File: src/rtl/regfile_wb_arbiter.sv
// Write-port controller for the 32x32 register bank.
// Round-robin arbitration between the ALU writeback (req0) and the load
// writeback (req1), plus a clear sequence that zeroes x1..x(NUM_REGS-1)
// after reset or on request. The bank has no preload, so it starts as
// garbage until this sequence has run.
module regfile_wb_arbiter #(
    parameter int ADDR_W         = 5,
    parameter int DATA_W         = 32,
    parameter int NUM_REGS       = 32,
    parameter int CLEAR_ON_RESET = 1
) (
    input  logic              clk,
    input  logic              rst,
    input  logic              clear_req,
    input  logic              req0_valid,
    input  logic [ADDR_W-1:0] req0_addr,
    input  logic [DATA_W-1:0] req0_data,
    output logic              req0_ready,
    input  logic              req1_valid,
    input  logic [ADDR_W-1:0] req1_addr,
    input  logic [DATA_W-1:0] req1_data,
    output logic              req1_ready,
    output logic              wr_en,
    output logic [ADDR_W-1:0] wr_addr,
    output logic [DATA_W-1:0] wr_data,
    output logic              init_busy,
    output logic              last_grant
);

    typedef enum logic [0:0] {
        ST_CLEAR = 1'b0,
        ST_RUN   = 1'b1
    } state_t;

    localparam logic [ADDR_W-1:0] LAST_ADDR = ADDR_W'(NUM_REGS - 1);
    localparam logic [ADDR_W-1:0] ONE_ADDR  = ADDR_W'(1);
    localparam logic [ADDR_W-1:0] ZERO_ADDR = {ADDR_W{1'b0}};
    localparam logic [DATA_W-1:0] ZERO_DATA = {DATA_W{1'b0}};

    state_t            state_q, state_d;
    logic [ADDR_W-1:0] clr_cnt_q, clr_cnt_d;
    logic              wr_en_q, wr_en_d;
    logic [ADDR_W-1:0] wr_addr_q, wr_addr_d;
    logic [DATA_W-1:0] wr_data_q, wr_data_d;
    logic              last_grant_q, last_grant_d;

    logic              grant0_s;
    logic              grant1_s;
    logic              hs0_s;
    logic              hs1_s;

    // Round-robin pick: on contention the requester that did not win last time goes.
    always_comb begin
        grant0_s = 1'b0;
        grant1_s = 1'b0;
        if (req0_valid && req1_valid) begin
            if (last_grant_q) begin
                grant0_s = 1'b1;
            end else begin
                grant1_s = 1'b1;
            end
        end else if (req0_valid) begin
            grant0_s = 1'b1;
        end else if (req1_valid) begin
            grant1_s = 1'b1;
        end else begin
            grant0_s = 1'b0;
            grant1_s = 1'b0;
        end
    end

    // A clear request steals the cycle, so no requester sees ready alongside it.
    assign req0_ready = (state_q == ST_RUN) && grant0_s && !clear_req;
    assign req1_ready = (state_q == ST_RUN) && grant1_s && !clear_req;
    assign hs0_s      = req0_valid && req0_ready;
    assign hs1_s      = req1_valid && req1_ready;

    // Next-state and next-write computation for the CLEAR/RUN machine.
    always_comb begin
        state_d      = state_q;
        clr_cnt_d    = clr_cnt_q;
        wr_en_d      = 1'b0;
        wr_addr_d    = wr_addr_q;
        wr_data_d    = wr_data_q;
        last_grant_d = last_grant_q;
        case (state_q)
            ST_CLEAR: begin
                wr_en_d   = 1'b1;
                wr_addr_d = clr_cnt_q;
                wr_data_d = ZERO_DATA;
                if (clr_cnt_q == LAST_ADDR) begin
                    clr_cnt_d = ONE_ADDR;
                    state_d   = ST_RUN;
                end else begin
                    clr_cnt_d = clr_cnt_q + ONE_ADDR;
                end
            end
            ST_RUN: begin
                if (clear_req) begin
                    state_d   = ST_CLEAR;
                    clr_cnt_d = ONE_ADDR;
                end else if (hs0_s) begin
                    // x0 is hardwired zero: accept the request but suppress the write.
                    wr_en_d      = (req0_addr != ZERO_ADDR);
                    wr_addr_d    = req0_addr;
                    wr_data_d    = req0_data;
                    last_grant_d = 1'b0;
                end else if (hs1_s) begin
                    wr_en_d      = (req1_addr != ZERO_ADDR);
                    wr_addr_d    = req1_addr;
                    wr_data_d    = req1_data;
                    last_grant_d = 1'b1;
                end else begin
                    wr_en_d = 1'b0;
                end
            end
            default: begin
                state_d   = ST_CLEAR;
                clr_cnt_d = ONE_ADDR;
            end
        endcase
    end

    // State and registered bank-port flops; rst dominates everything.
    always_ff @(posedge clk) begin
        if (rst) begin
            state_q      <= (CLEAR_ON_RESET != 0) ? ST_CLEAR : ST_RUN;
            clr_cnt_q    <= ONE_ADDR;
            wr_en_q      <= 1'b0;
            wr_addr_q    <= ZERO_ADDR;
            wr_data_q    <= ZERO_DATA;
            last_grant_q <= 1'b1;
        end else begin
            state_q      <= state_d;
            clr_cnt_q    <= clr_cnt_d;
            wr_en_q      <= wr_en_d;
            wr_addr_q    <= wr_addr_d;
            wr_data_q    <= wr_data_d;
            last_grant_q <= last_grant_d;
        end
    end

    assign wr_en      = wr_en_q;
    assign wr_addr    = wr_addr_q;
    assign wr_data    = wr_data_q;
    assign last_grant = last_grant_q;
    assign init_busy  = (state_q == ST_CLEAR);

endmodule

File: config.mk
export PLATFORM = sky130hd
export DESIGN_NAME = regfile_wb_arbiter
export DESIGN_NICKNAME = d
export VERILOG_FILES = /design/src/rtl/regfile_wb_arbiter.sv
export SDC_FILE = /design/constraint.sdc
export NUM_CORES = 1
export LEC_CHECK = 0
export ABC_AREA = 1
export CELL_PAD_IN_SITES_DETAIL_PLACEMENT = 0
export CELL_PAD_IN_SITES_GLOBAL_PLACEMENT = 1
export CORE_AREA = 2 2 101 103
export CTS_CLUSTER_SIZE = 8
export DETAILED_ROUTE_END_ITERATION = 8
export DIE_AREA = 0 0 103 105
export MAX_ROUTING_LAYER = met4
export PLACE_DENSITY_LB_ADDON = 0.15
export SKIP_LAST_GASP = 1
export SYNTH_ARGS = -nofsm -noshare
export SYNTH_HDL_FRONTEND = slang
export SYNTH_SLANG_ARGS = --single-unit
File: constraint.sdc
create_clock -name clk -period 1.8 [get_ports clk]
set_clock_uncertainty 0.05 [all_clocks]
set_input_delay 0.36 -clock clk [delete_from_list [all_inputs] [get_ports clk]]
set_output_delay 0.36 -clock clk [all_outputs]
set_load 0.005 [all_outputs]
==> results_dict.tcl <==
set metrics [dict create \
    drtIter0Drc 47 \
    synth_area_um2 2541 \
    overflow 0 \
    nets 601 \
    layout_common_cells "clkdlybuf4s50_1, inv_1, nand2_1" \
    hp-start "wr_data[12]" \
    slowest_delay_ns 0.34 \
    max_clock_freq_ghz 0.5981 \
    hold_slack_ns 0.4130 \
    drt_first_pass_iters 4 \
    vias 2853 \
    io_pins 121 \
    drc 0 \
    r2r_slack_ns 0.29 \
    ir_drop_uv 246.9 \
    reg2reg_to "clr_cnt_q[0]" \
    cts_tree "done" \
    hpwl_um 5751 \
    io_buffer_count 120 \
    drv_slew 0 \
    die-area_um2 10820 \
    finalSetupTns_ns 0 \
    avgSynthCellArea_um2 6.290 \
    path_delay_family "buffers and inverters" \
    cts_hold_buf 0 \
    mostFrequentLayoutCell "clkdlybuf4s50_1" \
    end_kind "output port" \
    crit_required_ns 1.39 \
    die_h_um 105 \
    yosysWarnings 0 \
    first_global_vias 2891 \
    use_met1 0.1857 \
    coreArea_um2 9639 \
    antenna_cells 0 \
    power_leakage_uw 0.001758 \
    wire_per_inst_um 12.71 \
    synth-seq-area-share 0.3545 \
    ant_nets 0 \
    syn_inst 404 \
    criticalPathCategory "flip-flop to output port" \
    crit_chain "buf_4 > nand3_1 > a21oi_2 > clkdlybuf4s15_1" \
    grtUsageMet2 0.2648 \
    clk_path_buf_depth 2 \
    hp-class "flip-flop to flip-flop" \
    met3_usage 0.03612 \
    power_uw 1977 \
    area_growth_pct 58.89 \
    top_usage_layer "met2" \
    place_congestion 0.7591 \
    setup_violations 0 \
    min_period_ns 1.672 \
    numCtsBuffers 5 \
    clk_latency_ns 0.29 \
    syn_nets 485 \
    path_buf_inv 2 \
    clock-sinks 45 \
    slew_headroom 0.6848 \
    reg2reg_from "clr_cnt_q[0]" \
    antenna_found_initial 0 \
    final_hold_viol_count 0 \
    finalCritPeriodShare 0.9289 \
    path_max_fanout 3 \
    wl_um 8298 \
    whs_path_depth 2 \
    h-tree-depth 2 \
    p_per_area_nw_per_um2 489.8 \
    start_util 0.2636 \
    rsz0062_at_grt "false" \
    placementRows 36 \
    start_kind "flip-flop" \
    die_x_um 103 \
    synth_cell_types 18 \
    grt.total_usage 0.1565 \
    holdPathEnd "wr_data[12]" \
    rr_worst_depth 8 \
    grt_first_pass_wirelength_um 13340 \
    clk_pin_slew_ns 0.08 \
    layout-drive-gt1-share 0.06923 \
    grt_max_degree 43 \
    ys_ff_latch 45 \
    worst_pin_slew_ns 0.4727 \
    maxCapViolations 0 \
    routed_via_density 4.369 \
    crit_arrival_ns 1.26 \
    slowest_stage "dfxtp_2" \
    clockRootBuffer "clkbuf_8" \
    status "completed" \
]
cells in the mapped netlist:
master / number / area share
buf_4: 6 / 0.018
ha_1: 2 / 0.0098
clkbuf_1: 15 / 0.022
o21ai_0: 3 / 0.0059
dfxtp_1: 45 / 0.35
inv_2: 3 / 0.0044
nand4_1: 37 / 0.091
nor2_4: 1 / 0.0044
nor2_1: 23 / 0.034
a211oi_1: 1 / 0.0030
nand3_1: 41 / 0.081
nand3_2: 3 / 0.012
nand2_1: 85 / 0.13
buf_6: 1 / 0.0044
xor2_1: 1 / 0.0034
buf_2: 7 / 0.014
a21oi_1: 43 / 0.085
inv_1: 87 / 0.13
final cells by class:
cell class | instances | area, um^2
fillers | 1093 | 5602
multi-input cells | 240 | 1159
repair buffers | 138 | 1385
inverters | 90 | 337.8
well taps | 133 | 166.4
flip-flops and latches | 45 | 903.4
clock buffers | 7 | 86.33
worst max path at each step:
stage	from	end	cells past startpoint
6_report	state_q	req1_ready	4
5_1_grt	state_q	req1_ready	4
4_1_cts	state_q	req1_ready	4
3_5_place_dp	clear_req	req1_ready	5
3_3_place_gp	clear_req	req1_ready	5
2_1_floorplan	last_grant	wr_data[12]	7
metrics by stage:
| stage | utilization | instance area [um^2] | std cells | setup slack, ns |
|---|---|---|---|---|
| after floorplan | - | 2541 | 404 | 0.4386 |
| final | 0.4189 | 4038 | 653 | 0.1280 |
| after global placement | 0.4081 | 3934 | 644 | -0.4165 |
| after CTS | 0.4187 | 4036 | 653 | 0.08331 |
| after global routing | 0.4189 | 4038 | 653 | 0.02198 |
| after detailed placement | 0.4081 | 3934 | 644 | -0.4206 |
per-layer routing:
| layer | wire, um | part of all wire | vias to the layer above |
|---|---|---|---|
| met5 | 0 | 0 | - |
| met4 | 67 | 0.0081 | 0 |
| met3 | 612 | 0.074 | 8 |
| met2 | 3873 | 0.47 | 88 |
| met1 | 3745 | 0.45 | 1257 |
| li1 | - | - | 1500 |
where the power goes:
| group | internal [uW] | total, uW | switching, uW |
|---|---|---|---|
| logic | 202 | 319 | 117 |
| registers | 1010 | 1020 | 11.4 |
| clock network | 305 | 637 | 332 |
| total | 1520 | 1980 | 461 |
state kept, by name, indices dropped and copies added (netlist names):
register and flops:
wr_addr 5, clr_cnt_q 5, wr_en 1, last_grant 1, wr_data 32, state_q 1
worst min-delay path, delay by kind of cell (launching register included):
| kind | cells | cell delay, ns |
|---|---|---|
| flops | 1 | 0.31 |
| simple gates | 1 | 0.06 |
| compound gates | 1 | 0.05 |
cell families (layout without fill, tap and decap cells):
logic type / count (synthesis) / after routing / synth area share
xor+xnor: 1 / 1 / 0.003447
simple gates: 190 / 190 / 0.3476
flops: 45 / 45 / 0.3545
compound gates: 47 / 47 / 0.09355
buf+inv: 119 / 235 / 0.1910
fa+ha+maj: 2 / 2 / 0.009846
what timing repair did:
item | in CTS | in global routing
setup buffers | 2 | 0
pin swaps | 1 | 0
setup endpoints to repair | 2 | 1
gates resized for setup | 7 | 1
Power figures use the tool's default switching activity.
